===== src/rtl/mix_columns_seq_if.sv =====
// Handshake bundle for the AES column-mixing engine.
// The slave modport is the engine's view; the master modport is the driver's view.
interface mix_columns_seq_if;
  logic         in_valid;
  logic         in_ready;
  logic         in_inv;
  logic [127:0] in_state;
  logic         out_valid;
  logic         out_ready;
  logic [127:0] out_state;

  modport slave (
    input  in_valid,
    output in_ready,
    input  in_inv,
    input  in_state,
    output out_valid,
    input  out_ready,
    output out_state
  );

  modport master (
    output in_valid,
    input  in_ready,
    output in_inv,
    output in_state,
    input  out_valid,
    output out_ready,
    input  out_state
  );
endinterface


===== src/rtl/mix_columns_seq.sv =====
// Sequential AES MixColumns / InvMixColumns engine.
// Transforms COLS_PER_CYCLE columns per BUSY cycle in place.
module mix_columns_seq #(
  parameter int COLS_PER_CYCLE = 1
) (
  input  logic            clk,
  input  logic            rst_n,
  mix_columns_seq_if.slave bus
);

  localparam int N_STEPS = 4 / COLS_PER_CYCLE;
  localparam logic [1:0] LAST_STEP = 2'(N_STEPS - 1);

  generate
    if (COLS_PER_CYCLE != 1 && COLS_PER_CYCLE != 2 &&
        COLS_PER_CYCLE != 4) begin : g_bad_cpc
      $error("mix_columns_seq: COLS_PER_CYCLE must be 1, 2 or 4");
    end
  endgenerate

  typedef enum logic [1:0] {
    S_IDLE,
    S_BUSY,
    S_DONE
  } state_e;

  function automatic logic [7:0] xt(input logic [7:0] a);
    return {a[6:0], 1'b0} ^ (8'h1b & {8{a[7]}});
  endfunction

  function automatic logic [31:0] mix_fwd(input logic [31:0] c);
    logic [7:0] a [4];
    logic [7:0] d [4];
    for (int i = 0; i < 4; i++) begin
      a[i] = c[31-8*i -: 8];
      d[i] = xt(a[i]);
    end
    return {d[0] ^ d[1] ^ a[1] ^ a[2] ^ a[3],
            a[0] ^ d[1] ^ d[2] ^ a[2] ^ a[3],
            a[0] ^ a[1] ^ d[2] ^ d[3] ^ a[3],
            d[0] ^ a[0] ^ a[1] ^ a[2] ^ d[3]};
  endfunction

  function automatic logic [31:0] mix_inv(input logic [31:0] c);
    logic [7:0] a   [4];
    logic [7:0] x2  [4];
    logic [7:0] x4  [4];
    logic [7:0] x8  [4];
    logic [7:0] m9  [4];
    logic [7:0] m11 [4];
    logic [7:0] m13 [4];
    logic [7:0] m14 [4];
    for (int i = 0; i < 4; i++) begin
      a[i]   = c[31-8*i -: 8];
      x2[i]  = xt(a[i]);
      x4[i]  = xt(x2[i]);
      x8[i]  = xt(x4[i]);
      m9[i]  = x8[i] ^ a[i];
      m11[i] = x8[i] ^ x2[i] ^ a[i];
      m13[i] = x8[i] ^ x4[i] ^ a[i];
      m14[i] = x8[i] ^ x4[i] ^ x2[i];
    end
    return {m14[0] ^ m11[1] ^ m13[2] ^ m9[3],
            m9[0]  ^ m14[1] ^ m11[2] ^ m13[3],
            m13[0] ^ m9[1]  ^ m14[2] ^ m11[3],
            m11[0] ^ m13[1] ^ m9[2]  ^ m14[3]};
  endfunction

  state_e            r_fsm;
  state_e            w_fsm_n;
  logic [0:3][31:0]  r_state;
  logic [0:3][31:0]  w_state_n;
  logic              r_inv;
  logic              w_inv_n;
  logic [1:0]        r_step;
  logic [1:0]        w_step_n;

  logic [1:0]  w_idx  [COLS_PER_CYCLE];
  logic [31:0] w_col  [COLS_PER_CYCLE];
  logic [31:0] w_fwd  [COLS_PER_CYCLE];
  logic [31:0] w_invc [COLS_PER_CYCLE];

  // One forward and one inverse unit per lane; the mode register picks.
  generate
    for (genvar l = 0; l < COLS_PER_CYCLE; l++) begin : g_lane
      assign w_idx[l]  = 2'(int'(r_step) * COLS_PER_CYCLE + l);
      assign w_col[l]  = r_state[w_idx[l]];
      assign w_fwd[l]  = mix_fwd(w_col[l]);
      assign w_invc[l] = mix_inv(w_col[l]);
    end
  endgenerate

  always_comb begin
    w_fsm_n   = r_fsm;
    w_state_n = r_state;
    w_inv_n   = r_inv;
    w_step_n  = r_step;
    unique case (r_fsm)
      S_IDLE: begin
        if (bus.in_valid) begin
          w_state_n = bus.in_state;
          w_inv_n   = bus.in_inv;
          w_step_n  = 2'd0;
          w_fsm_n   = S_BUSY;
        end
      end
      S_BUSY: begin
        for (int l = 0; l < COLS_PER_CYCLE; l++) begin
          w_state_n[w_idx[l]] = r_inv ? w_invc[l] : w_fwd[l];
        end
        w_step_n = r_step + 2'd1;
        if (r_step == LAST_STEP) w_fsm_n = S_DONE;
      end
      S_DONE: begin
        if (bus.out_ready) w_fsm_n = S_IDLE;
      end
      default: w_fsm_n = S_IDLE;
    endcase
  end

  always_ff @(posedge clk or negedge rst_n) begin
    if (!rst_n) begin
      r_fsm   <= S_IDLE;
      r_state <= '0;
      r_inv   <= 1'b0;
      r_step  <= 2'd0;
    end else begin
      r_fsm   <= w_fsm_n;
      r_state <= w_state_n;
      r_inv   <= w_inv_n;
      r_step  <= w_step_n;
    end
  end

  assign bus.in_ready  = (r_fsm == S_IDLE);
  assign bus.out_valid = (r_fsm == S_DONE);
  assign bus.out_state = r_state;

endmodule

===== src/flat_wrapper.sv =====
// flat-port wrapper written by rule: the top's interface ports become plain ports
module mix_columns_seq_flat 
#(
  parameter int COLS_PER_CYCLE = 1
)
  (clk, rst_n, bus_in_valid, bus_in_ready, bus_in_inv, bus_in_state, bus_out_valid, bus_out_ready, bus_out_state);
  mix_columns_seq_if bus_i ();
  input  logic clk;
  input  logic rst_n;
  input wire logic [$bits(bus_i.in_valid)-1:0] bus_in_valid;
  output wire logic [$bits(bus_i.in_ready)-1:0] bus_in_ready;
  input wire logic [$bits(bus_i.in_inv)-1:0] bus_in_inv;
  input wire logic [$bits(bus_i.in_state)-1:0] bus_in_state;
  output wire logic [$bits(bus_i.out_valid)-1:0] bus_out_valid;
  input wire logic [$bits(bus_i.out_ready)-1:0] bus_out_ready;
  output wire logic [$bits(bus_i.out_state)-1:0] bus_out_state;
  assign bus_i.in_valid = bus_in_valid;
  assign bus_in_ready = bus_i.in_ready;
  assign bus_i.in_inv = bus_in_inv;
  assign bus_i.in_state = bus_in_state;
  assign bus_out_valid = bus_i.out_valid;
  assign bus_i.out_ready = bus_out_ready;
  assign bus_out_state = bus_i.out_state;
  mix_columns_seq #(.COLS_PER_CYCLE(COLS_PER_CYCLE)) u_core (.clk(clk), .rst_n(rst_n), .bus(bus_i));
endmodule

===== config.mk =====
export PLATFORM = sky130hd
export DESIGN_NAME = mix_columns_seq_flat
export DESIGN_NICKNAME = d
export VERILOG_FILES = /design/src/rtl/mix_columns_seq_if.sv /design/src/rtl/mix_columns_seq.sv /design/src/flat_wrapper.sv
export SDC_FILE = /design/constraint.sdc
export NUM_CORES = 1
export LEC_CHECK = 0
export ABC_CLOCK_PERIOD_IN_PS = 7020
export CORE_MARGIN = 2
export CORE_UTILIZATION = 35
export DETAILED_ROUTE_END_ITERATION = 7
export GPL_TIMING_DRIVEN = 0
export PLACE_DENSITY = 0.62
export SLEW_MARGIN = 20
export SYNTH_ARGS = -nofsm -noshare
export SYNTH_HDL_FRONTEND = slang
export SYNTH_SLANG_ARGS = --single-unit

===== constraint.sdc =====
create_clock -name clk -period 7.02 [get_ports clk]
set_input_delay 1.404 -clock clk [delete_from_list [all_inputs] [get_ports clk]]
set_output_delay 1.404 -clock clk [all_outputs]
set_load 0.005 [all_outputs]

==> reports/metrics.yaml, run 1 <==
clock_network:
  cts_root_buffer: "clkbuf_16"
  ctsLongestPathBuffers: 2
  hold_buffers: 0
  cts.repair.resized: 0
  post_cts_buffers: 0
  insertion_delay_ps: 420
  cts_tree: "yes"
  h-tree-depth: 4
  cts_buffers: 17
  clkSinkCount: 133
  clk_pin_slew_worst_paths_ps: 60
sta:
  whs_ps: 504
  period_minus_slack_ps: 4170
  hold_viol: 0
  setup_ws_ps: 2850
  rsz0062_at_grt: "false"
  slew-limit-headroom: 0.354
  fmax_ghz: 0.240
  timing.final.max_slew_violations: 0
  skew_ps: 7.58
  finalCritPeriodShare: 0.594
  fin_tns_setup_ps: 0
  tightest_slew_ps: 970
  finalSetupViolCount: 0
critical_path:
  arrival_ps: 4420
  timing.reg2reg.worst_path_depth: 12
  r2r_end: "u_core.bus.out_state[6]$_DFFE_PN0P_"
  path_max_fanout: 10
  reg2reg_slack_ps: 2850
  r2r_start: "u_core.r_step[1]$_DFFE_PN0P_"
  cp-start-kind: "flop"
  critPathRequiredTime_ps: 7270
  crit_start: "u_core.r_step[1]$_DFFE_PN0P_"
  worstSetupEndpoint: "u_core.bus.out_state[6]$_DFFE_PN0P_"
  crit_type: "reg -> reg"
  end_kind: "flop"
die:
  coreArea_mm2: 0.0242
  die-area_mm2: 0.0257
  boundaryPins: 263
  die_y_um: 160
  die_w_um: 160
  rows: 57
  start_util: 0.354
yosys:
  synth_adder_area_share: 0.00585
  synth_simple_gate_area_frac: 0.0237
  syn-cell-area_mm2: 0.00856
  syn_area_per_cell_um2: 11.6
  async_flop_share: 1.00
  ys_top_cells_by_area: "dfrtp_1 (39%), xnor2_1 (11%), a22oi_1 (11%), mux4_2 (8.4%), xnor3_1 (6.3%)"
  synth.top_cell.area_share: 0.389
  yosys_most_used_dff: "dfrtp_1"
  synthXorXnorAreaFrac: 0.254
  synth_top_area_cell: "dfrtp_1"
  synth_cell_types: 34
  synth_fp_nets: 877
  synth_mux_area_frac: 0.0901
  synth_compound_area_frac: 0.200
  seq_area_frac_synth: 0.389
  synth-edff-count: 0
  yosys_warnings: 0
  synthCells: 740
  ys_seq_elements: 133
  synth_top_family_by_area: "XOR/XNOR gates"
place:
  dp_slack_ps: 2890
  dpl.hpwl_um: 25600
  gp_congestion: 0.917
  port_buffers: 262
routing:
  ant_nets: 0
  wirelength_um: 34500
  viasPerCell: 5.59
  dr.first_iter.drc_count: 781
  drc: 0
  wire_per_inst_um: 25.5
  vias: 7582
  drt_first_pass_iters: 6
global_routing:
  grt_max_degree: 70
  antenna_found_initial: 0
  grt_pass1_vias: 7647
  overflow: 0
  grt_util_all_layers: 0.271
  grt_pass1_wl_um: 51300
final_layout:
  final_common_cell: "clkdlybuf4s50_1"
  n_antenna_cell: 0
  final_layout_size_suffix_gt1_frac: 0.0968
  nets: 1159
  area_growth_pct: 43.0
  layout_common_cells: "clkdlybuf4s50_1 (261), dfrtp_1 (133), a22oi_1 (128), xnor2_1 (110), o21ai_0 (91)"
flow_run:
  cap_violations: 0
outcome:
  outcome: "completed"
hold_path:
  min_path_type: "reg -> reg"
[final cells by class]
type                       instances  area [um2]
clock buffer                      18         439
clock inverter                    12         179
buffer                            58         302
timing repair buffer             263        2660
fill                            2171       11900
sequential                       133        3330
tap                              324         405
inverter                           7        26.3
multi-input combinational        542        4900
[state kept, by name (all words and copies together), names as in the netlist]
signal and count:
u_core.r_fsm 2, u_core.r_inv 1, u_core.bus.out_state 128, u_core.r_step 2
[metrics by stage]
stage | std cells | utilization | instance area (um2)
floorplan | 740 | - | 8560
global placement | 1326 | 0.479 | 11600
detailed placement | 1327 | 0.481 | 11600
CTS | 1357 | 0.506 | 12200
global route | 1357 | 0.506 | 12200
finish | 1357 | 0.506 | 12200
[cell families (layout without fill, tap and decap cells)]
kind of cell,after synthesis,after routing
muxes,37,37
buffers and inverters,65,358
DFF,133,133
adders and majority gates,4,4
xor gates and xnor gates,181,181
and+or+nand+nor,46,46
AOI/OAI and AO/OA,274,274
[Yosys cell counts (3+ instances only)]
library cell  count
xnor2_2           5
a22oi_1         128
dfrtp_1         133
xnor2_4           4
xnor3_1          24
xnor3_2           4
inv_1             7
o21ai_0          91
nand3_1          12
o21ai_1          42
xor2_1           26
mux4_2           32
nand2_1          14
a21o_1            4
xor3_1            3
mux2i_1           5
xor2_2            5
buf_4             5
buf_2             5
xnor2_1         110
ha_1              4
clkbuf_1         43
nor2_1           14
a21oi_1           7
[critical path, stage by stage, from the launching register on]
cell and delay (ps):
dfrtp_1 370, buf_2 270, buf_4 290, buf_4 320, buf_2 450, mux4_2 400
buf_4 230, xnor2_1 290, xnor3_1 320, xnor2_1 250, nor2_1 120, xnor2_1 500
o21ai_0 180
[layer usage]
metal,GRT usage,wire length [um],share of wire,up-vias
met1,0.385,14600,0.42,3800
met4,0.0745,825,0.024,0
met2,0.427,16100,0.47,434
li1,-,-,-,3300
met5,0,0,0,-
met3,0.0545,3010,0.087,48
[how the worst min path moves through the flow]
stage                                startpoint  slack (ps)  cells past startpoint                           to
finish              u_core.r_fsm[1]$_DFFE_PN0P_         500                      1  u_core.r_fsm[0]$_DFFE_PN0P_
CTS                 u_core.r_fsm[1]$_DFFE_PN0P_         500                      1  u_core.r_fsm[0]$_DFFE_PN0P_
floorplan           u_core.r_fsm[1]$_DFFE_PN0P_         470                      1  u_core.r_fsm[0]$_DFFE_PN0P_
global route        u_core.r_fsm[1]$_DFFE_PN0P_         530                      1  u_core.r_fsm[0]$_DFFE_PN0P_
global placement    u_core.r_fsm[1]$_DFFE_PN0P_         490                      1  u_core.r_fsm[0]$_DFFE_PN0P_
detailed placement  u_core.r_fsm[1]$_DFFE_PN0P_         490                      1  u_core.r_fsm[0]$_DFFE_PN0P_
Power of run 1 is not shown: default switching activity piles up to over one toggle a cycle in this logic, so the estimate is an artifact.
==> inputs of run 2 (changes only) <==
- ABC_CLOCK_PERIOD_IN_PS: 7020 -> 3900
- clock period: 7.02 -> 3.9 ns (I/O delays scaled with it)
==> run 2 against run 1 <==
Net effect:
- die area unchanged
- first-iteration DRC count down 6.7%
- core utilization up 0.29 points
- clock skew barely moved
- register-to-register slack worse by 2700 ps
- final cell count did not move
- critical path depth shrank 1
==> reports/metrics.yaml, run 2 (same netlist as run 1, synthesis figures left out) <==
final_layout:
  finalInstanceArea_mm2: 0.0123  # +0.57%
  largest_register_ffs: 128  # unchanged
  final_common_cell: "clkdlybuf4s50_1"
  area_growth_pct: 43.8
  layout_common_cells: "clkdlybuf4s50_1 (261), dfrtp_1 (133), a22oi_1 (128), xnor2_1 (103), o21ai_0 (91)"
  layout.cells.non_filler: 1357  # unchanged
  nets: 1159  # unchanged
  n_antenna_cell: 0  # unchanged
  final_layout_size_suffix_gt1_frac: 0.105  # +0.00774
clock_network:
  cts_buffers: 17  # unchanged
  cts_tree: "yes"
  ctsLongestPathBuffers: 2  # unchanged
  post_cts_buffers: 0  # unchanged
  clkSinkCount: 133  # unchanged
  cts_root_buffer: "clkbuf_16"
  insertion_delay_ps: 420  # about the same
  clk_pin_slew_worst_paths_ps: 60  # about the same
  h-tree-depth: 4  # unchanged
sta:
  rsz0062_at_grt: "false"
  period_minus_slack_ps: 3720  # -454 ps
  timing.final.max_slew_violations: 0  # unchanged
  slew-limit-headroom: 0.351  # -0.00305
  tightest_slew_ps: 974  # +4.57 ps
  finalCritPeriodShare: 0.954  # +0.359
  hold_viol: 0  # unchanged
  setup_ws_ps: 181  # -2670 ps
  fmax_ghz: 0.269  # +12%
  finalSetupViolCount: 0  # unchanged
  skew_ps: 7.19  # -0.382 ps
place:
  place_area_mm2: 0.0116  # unchanged
  gp_congestion: 0.917  # unchanged
  dp_cells: 1327  # unchanged
  dpl.hpwl_um: 25600  # unchanged
  dp_slack_ps: -234  # -3120 ps
  port_buffers: 262  # unchanged
routing:
  ant_nets: 0  # unchanged
  dr.first_iter.drc_count: 729  # -6.7%
  wire_per_inst_um: 25.5  # +0.37%
  viasPerCell: 5.61  # +0.33%
  drc: 0  # unchanged
  wirelength_um: 34700  # +0.37%
  drt_first_pass_iters: 8  # +2
  vias: 7607  # +0.33%
critical_path:
  r2r_end: "u_core.bus.out_state[78]$_DFFE_PN0P_"
  reg2reg_slack_ps: 180  # -2670 ps
  crit_start: "u_core.r_step[1]$_DFFE_PN0P_"
  critPathRequiredTime_ps: 4160  # -3110 ps
  worstSetupEndpoint: "u_core.bus.out_state[78]$_DFFE_PN0P_"
  crit_type: "reg -> reg"
  arrival_ps: 3980  # -440 ps
  end_kind: "flop"
  r2r_start: "u_core.r_step[1]$_DFFE_PN0P_"
  timing.reg2reg.worst_path_depth: 11  # -1
  cp-start-kind: "flop"
  path_max_fanout: 10  # unchanged
die:
  boundaryPins: 263  # unchanged
  coreArea_mm2: 0.0242  # unchanged
  die-area_mm2: 0.0257  # unchanged
  die_w_um: 160  # unchanged
  start_util: 0.354  # unchanged
  rows: 57  # unchanged
  die_y_um: 160  # unchanged
global_routing:
  grt_pass1_vias: 7651  # +0.052%
  grt_util_all_layers: 0.272  # +0.000381
  grt_pass1_wl_um: 51300  # +0.13%
  antenna_found_initial: 0  # unchanged
  overflow: 0  # unchanged
  grt_max_degree: 70  # unchanged
flow_run:
  cap_violations: 0  # unchanged
outcome:
  outcome: "completed"
hold_path:
  min_path_type: "in -> async"
==> run 2: repair_timing <==
item                                    CTS  global route
endpoints found under the setup margin   56            45
hold buffers                              0             0
gates resized for setup                   7             4
==> run 2: worst min path at each step <==
stage,startpoint,cells after the start,end
floorplan,u_core.r_fsm[1]$_DFFE_PN0P_,1,u_core.r_fsm[0]$_DFFE_PN0P_
CTS,rst_n,1,u_core.r_fsm[1]$_DFFE_PN0P_
finish,rst_n,1,u_core.r_fsm[1]$_DFFE_PN0P_
detailed placement,u_core.r_fsm[1]$_DFFE_PN0P_,1,u_core.r_fsm[0]$_DFFE_PN0P_
global placement,u_core.r_fsm[1]$_DFFE_PN0P_,1,u_core.r_fsm[0]$_DFFE_PN0P_
global route,rst_n,1,u_core.r_fsm[1]$_DFFE_PN0P_
==> run 2: routing by layer <==
metal | part of all wire | track usage
met1 | 0.42 | 0.384
met2 | 0.47 | 0.426
met3 | 0.084 | 0.0573
met4 | 0.024 | 0.0758
met5 | 0 | 0
==> run 2: critical path, cell delays in order (launching register included) <==
cell,delay (ps)
dfrtp_1,370
buf_2,270
buf_4,290
buf_6,260
buf_6,240
mux4_2,450
xnor3_2,460
xnor3_1,450
xnor2_1,170
nand2_1,100
xnor2_2,340
o21ai_0,140
==> run 2: cell type report <==
cell class,count,area (um2)
multi-input combinational,542,4960
sequential,133,3330
timing repair buffer,263,2660
clock buffer,18,439
clock inverter,12,179
fill,2156,11900
inverter,7,26.3
tap,324,405
buffer,58,312
==> run 2: metrics by stage <==
step / hold slack, ps / setup TNS, ps / util
floorplan: 469 / 0 / -
global placement: 486 / -457350 / 0.479
detailed placement: 495 / -5420 / 0.481
CTS: 303 / 0 / 0.508
global route: 321 / 0 / 0.509
finish: 297 / 0 / 0.509
Power of run 2 is left out for the same reason.
